==> src/rtl/join_match_stage.sv <==
// join_match_stage: parks the first operand of each tag in a direct-mapped matching memory
// and emits one joined packet (with branch enable exb) when the partner operand arrives.
module join_match_stage #(
   parameter int TAG_W  = 6,
   parameter int DATA_W = 16,
   parameter int IDX_W  = 3
)(
   input  logic              CP,
   input  logic              MR_n,
   input  logic              Send_in,
   output logic              Ack_out,
   input  logic [TAG_W-1:0]  tag_in,
   input  logic              side_in,
   input  logic [DATA_W-1:0] data_in,
   output logic              Send_out,
   input  logic              Ack_in,
   output logic [TAG_W-1:0]  tag_out,
   output logic [DATA_W-1:0] data_l_out,
   output logic [DATA_W-1:0] data_r_out,
   output logic              exb,
   output logic [IDX_W:0]    occ
);
   localparam int DEPTH = 1 << IDX_W;
   logic              vld_q  [DEPTH];
   logic [TAG_W-1:0]  tag_q  [DEPTH];
   logic              side_q [DEPTH];
   logic [DATA_W-1:0] data_q [DEPTH];
   logic              send_q, send_d, exb_q;
   logic [TAG_W-1:0]  tag_out_q;
   logic [DATA_W-1:0] dl_q, dr_q, dl_d, dr_d;
   logic [IDX_W:0]    occ_q, occ_d;
   logic [IDX_W-1:0]  idx;
   logic              hit, empty, out_free, acc, park, mate, pop;
   always_comb begin
      idx      = tag_in[IDX_W-1:0];
      hit      = vld_q[idx] && tag_q[idx] == tag_in && side_q[idx] != side_in;
      empty    = !vld_q[idx];
      out_free = !send_q || Ack_in;
      Ack_out  = MR_n && (empty || (hit && out_free));
      acc      = Send_in && Ack_out;
      park     = acc && empty;
      mate     = acc && hit;
      pop      = send_q && Ack_in;
      // a pop and a new load on the same edge keep Send_out high
      send_d   = mate ? 1'b1 : (pop ? 1'b0 : send_q);
      dl_d     = side_in ? data_q[idx] : data_in;
      dr_d     = side_in ? data_in : data_q[idx];
      occ_d    = occ_q + {{IDX_W{1'b0}}, park} - {{IDX_W{1'b0}}, mate};
   end
   always_ff @(posedge CP or negedge MR_n) begin
      if (!MR_n) begin
         for (int i = 0; i < DEPTH; i++) begin
            vld_q[i]  <= 1'b0;
            tag_q[i]  <= '0;
            side_q[i] <= 1'b0;
            data_q[i] <= '0;
         end
         send_q    <= 1'b0;
         exb_q     <= 1'b0;
         tag_out_q <= '0;
         dl_q      <= '0;
         dr_q      <= '0;
         occ_q     <= '0;
      end else begin
         if (park) begin
            vld_q[idx]  <= 1'b1;
            tag_q[idx]  <= tag_in;
            side_q[idx] <= side_in;
            data_q[idx] <= data_in;
         end
         if (mate) begin
            vld_q[idx] <= 1'b0;
            tag_out_q  <= tag_in;
            dl_q       <= dl_d;
            dr_q       <= dr_d;
            exb_q      <= dl_d != '0;
         end
         send_q <= send_d;
         occ_q  <= occ_d;
      end
   end
   assign Send_out   = send_q;
   assign tag_out    = tag_out_q;
   assign data_l_out = dl_q;
   assign data_r_out = dr_q;
   assign exb        = exb_q;
   assign occ        = occ_q;
endmodule

==> config.mk <==
export PLATFORM = sky130hd
export DESIGN_NAME = join_match_stage
export DESIGN_NICKNAME = d
export VERILOG_FILES = /design/src/rtl/join_match_stage.sv
export SDC_FILE = /design/constraint.sdc
export NUM_CORES = 1
export LEC_CHECK = 0
export CORE_MARGIN = 4
export CORE_UTILIZATION = 46
export DETAILED_ROUTE_END_ITERATION = 16
export HOLD_SLACK_MARGIN = 0.15
export PLACE_DENSITY_LB_ADDON = 0.25
export SYNTH_ARGS = -nofsm -noshare
export SYNTH_HDL_FRONTEND = slang
export SYNTH_SLANG_ARGS = --single-unit
==> constraint.sdc <==
create_clock -name CP -period 3.85 [get_ports CP]
set_input_delay 0.9625 -clock CP [delete_from_list [all_inputs] [get_ports CP]]
set_output_delay 0.9625 -clock CP [all_outputs]
set_load 0.005 [all_outputs]
==> metrics.md <==
| Metric | Value |
|---|---|
| Status | finished, final reports clean |
| Crit-path leading delay family | multiplexers |
| Design area | 13100 sq um |
| Post-route setup slack | 0.103 ns |
| Final WL | 26300 um |
| Gate power share | 19.3% |
| # IOs | 72 |
| Final number of hold-violating endpoints | 0 |
| DIE AREA | 26300 sq um |
| Clk sinks | 236 |
| Post-synth cell types | 53 |
| CTS tree | built |
| Clock Path Buffers | 3 |
| H-tree levels | 1 |
| Crit-path max FO | 7 |
| Total GRT Usage | 20.2% |
| Slowest CP cell | mux4_2 |
| RSZ-0062 raised after global routing | no |
| Largest net degree at the start of global routing | 82 |
| Ys async rst share | 100% |
| Num CTS Buffers | 26 |
| Fmax | 267 MHz |
| Drt wl/cell | 21.5 um |
| PD cells | 559 nW/um^2 |
| Seq pwr share | 45.3% |
| Die width | 162 um |
| Dpl ws | -0.326 ns |
| Area post-placement | 12200 sq um |
| Worst-Margin Slew | 1.02 ns |
| Sequential cell area | 5910 sq um |
| Post-synth top cells | dfrtp_1, mux2_2, mux2i_1, nor2_1, a21oi_1 |
| Main area contributors after synthesis | dfrtp_1, mux2_2, mux4_2 |
| Sequential cell area fraction in the yosys report | 54.0% |
| Ys Warns | 0 |
| Max rail drop VDD | 0.394 mV |
| Clock insertion delay at the later pin of the skew report | 0.53 ns |
| Syn nets | 825 |
| Worst Path Buf+Inv | 2 |
| Worst-path clk slew | 0.06 ns |
| Core area | 23400 sq um |
| Dpl hpwl | 17500 um |
| Hold Slack | 0.264 ns |
| Layout area overhead | 19.9% |
| Inst Count DP | 1178 |
| Clock power share | 35.4% |
| Critical Setup Path Class | input pin to output pin |
| Clk_skew | 0.00730 ns |
| Slew Limit Fails | 0 |
| CP max stage delay | 0.48 ns |
| Leak | 5.90 nW |
| Final setup TNS | 0 ns |
| NetSw | 1.85 mW |
| Tmin final | 3.75 ns |
| Vias per std cell | 5.53 |
| Setup crit start kind | input pin |
| Sw frac | 25.2% |
| Worst hold path class | input pin to async pin |
| Overflow after GRT | 0 |
| # hold bufs at CTS | 0 |
| Row cnt | 56 |
| Post-synth EDFFs | 0 |
| Max-slew headroom | 32.1% |
| Die Y | 162 um |
| Part of the cycle the worst path needs | 97.3% |
| Number of routed nets with antenna violations | 0 |
| First-pass GRT wire length | 42300 um |
| Required @ worst endpoint | 2.89 ns |
| Initial antenna violation count | 0 |
| Nets | 919 |
| Post-Syn Instances | 793 |
| Vias in the first global route | 7445 |
| Layout fillers | 1908 |
| Multi-input gate area | 4570 sq um |
| Int Power | 5.48 mW |
| Global placer's final weighted congestion | 0.880 |
| Number of synthesized register bits | 236 |
| DR DRC count | 0 |
| Count leader, synth | dfrtp_1 |
| Cell Chain, Critical Path | buf_6, mux2_2, mux4_2, a211oi_2, o211ai_2, o21ai_2, and2_1, dlygate4sd2_1 |
| Proportion of layout cells with a drive suffix above 1 | 41.3% |
| Crit path DAT | 2.78 ns |
| Max-Cap Viols | 0 |
| Port Buf Inserts | 71 |
| Antenna Cells | 0 |
| Top-area cell type share of the netlist area | 54.0% |
| Clock Root Buffer | clkbuf_16 |
| Vias | 6777 |
| Critical path capture point type | output pin |
| Setup violators final | 0 |
| Avg Inst Size Synth | 13.8 sq um |
| Initial core utilization | 46.7% |
| Total iterations of the first detailed-routing run | 5 |
| Final Total Pwr | 7.33 mW |
| Mapped Area | 10900 sq um |
| Post-route insts no fill | 1225 |
| Largest area contributor in the netlist | dfrtp_1 |
| Detailed Route Iter0 Violations | 375 |
| Final Util | 56.0% |
| Top_reg_cell synth | dfrtp_1 |
## metal layers
layer,global-route usage [%],vias to the layer above,wire length [um]
met1,28.3,3555,11900
met5,0,-,0
met2,33.8,151,12800
met3,2.79,40,1010
li1,-,3031,-
met4,4.96,0,517
## path summary, 6_finish.rpt
kind                            startpoint        endpoint  slack, ns  depth (start not counted)
worst max register to register   tag_q[26]  data_r_out[11]       0.82                          8
worst min register to register    tag_q[1]        tag_q[1]       0.47                          1
min in group CP                   tag_q[1]        tag_q[1]       0.47                          1
worst min-delay path                  MR_n          occ[3]       0.26                          1
max in group asynchronous             MR_n      data_q[12]       1.64                          3
worst max-delay path             tag_in[1]         Ack_out       0.10                          8
## registers in the layout (all words and copies together) (netlist names)
| register | count |
|---|---|
| Send_out | 1 |
| vld_q | 8 |
| data_l_out | 16 |
| data_q | 128 |
| exb | 1 |
| tag_q | 48 |
| side_q | 8 |
| tag_out | 6 |
| data_r_out | 16 |
| occ | 4 |
## kinds of logic (layout without fill, tap and decap cells)
logic type / count (synthesis) / count (layout) / share of synthesized area (%)
simple gates: 114 / 114 / 5.62
compound gates: 82 / 82 / 4.87
flops: 236 / 236 / 54.0
fa+ha+maj: 5 / 5 / 0.641
xor+xnor: 7 / 7 / 0.561
mux: 271 / 271 / 30.1
buf+inv: 78 / 191 / 4.14
## layout make-up
type	count	share of cell area (%)
sequential	236	45.1
clock buffer	37	5.98
tap	319	3.05
multi-input combinational	479	34.9
timing repair buffer	135	9.79
inverter	9	0.258
clock inverter	10	0.974
## placed cells by master, fill, tap and decap left out, drive strengths merged, types with 5 or more instances in the layout
cell type	netlist	layout
a21oi	27	27
a221oi	6	6
a22oi	9	9
and2	10	10
buf	55	68
clkbuf	14	38
clkdlybuf4s50	0	65
clkinv	1	7
dfrtp	236	236
inv	8	8
mux2	214	214
mux2i	32	32
mux4	25	25
nand2	25	25
nand2b	6	6
nand3	5	5
nor2	32	32
nor2b	11	11
o21ai	20	20
or2	10	10
## worst reg2reg max path, delay by kind of cell, from the launching register on
family,cells,cell delay (ns)
AO/OA/AOI/OAI,2,0.38
buffers and inverters,2,0.72
flip-flops,1,0.41
multiplexers,3,1.23
AND/OR/NAND/NOR,1,0.18
## power by group through the flow
stage / clock network (mW) / registers (mW) / logic (mW)
2_1_floorplan: 0 / 3.26 / 0.957
3_3_place_gp: 0 / 3.32 / 1.35
3_5_place_dp: 0 / 3.36 / 1.42
4_1_cts: 2.65 / 3.32 / 1.43
5_1_grt: 2.76 / 3.38 / 1.54
6_report: 2.60 / 3.32 / 1.41
## repair_timing
action / in CTS / in global routing
gates resized for setup: 4 / 2
setup buffers: 0 / 0
setup endpoints to repair: 1 / 1
pin swaps: 3 / 1
Power figures use the tool's default switching activity.
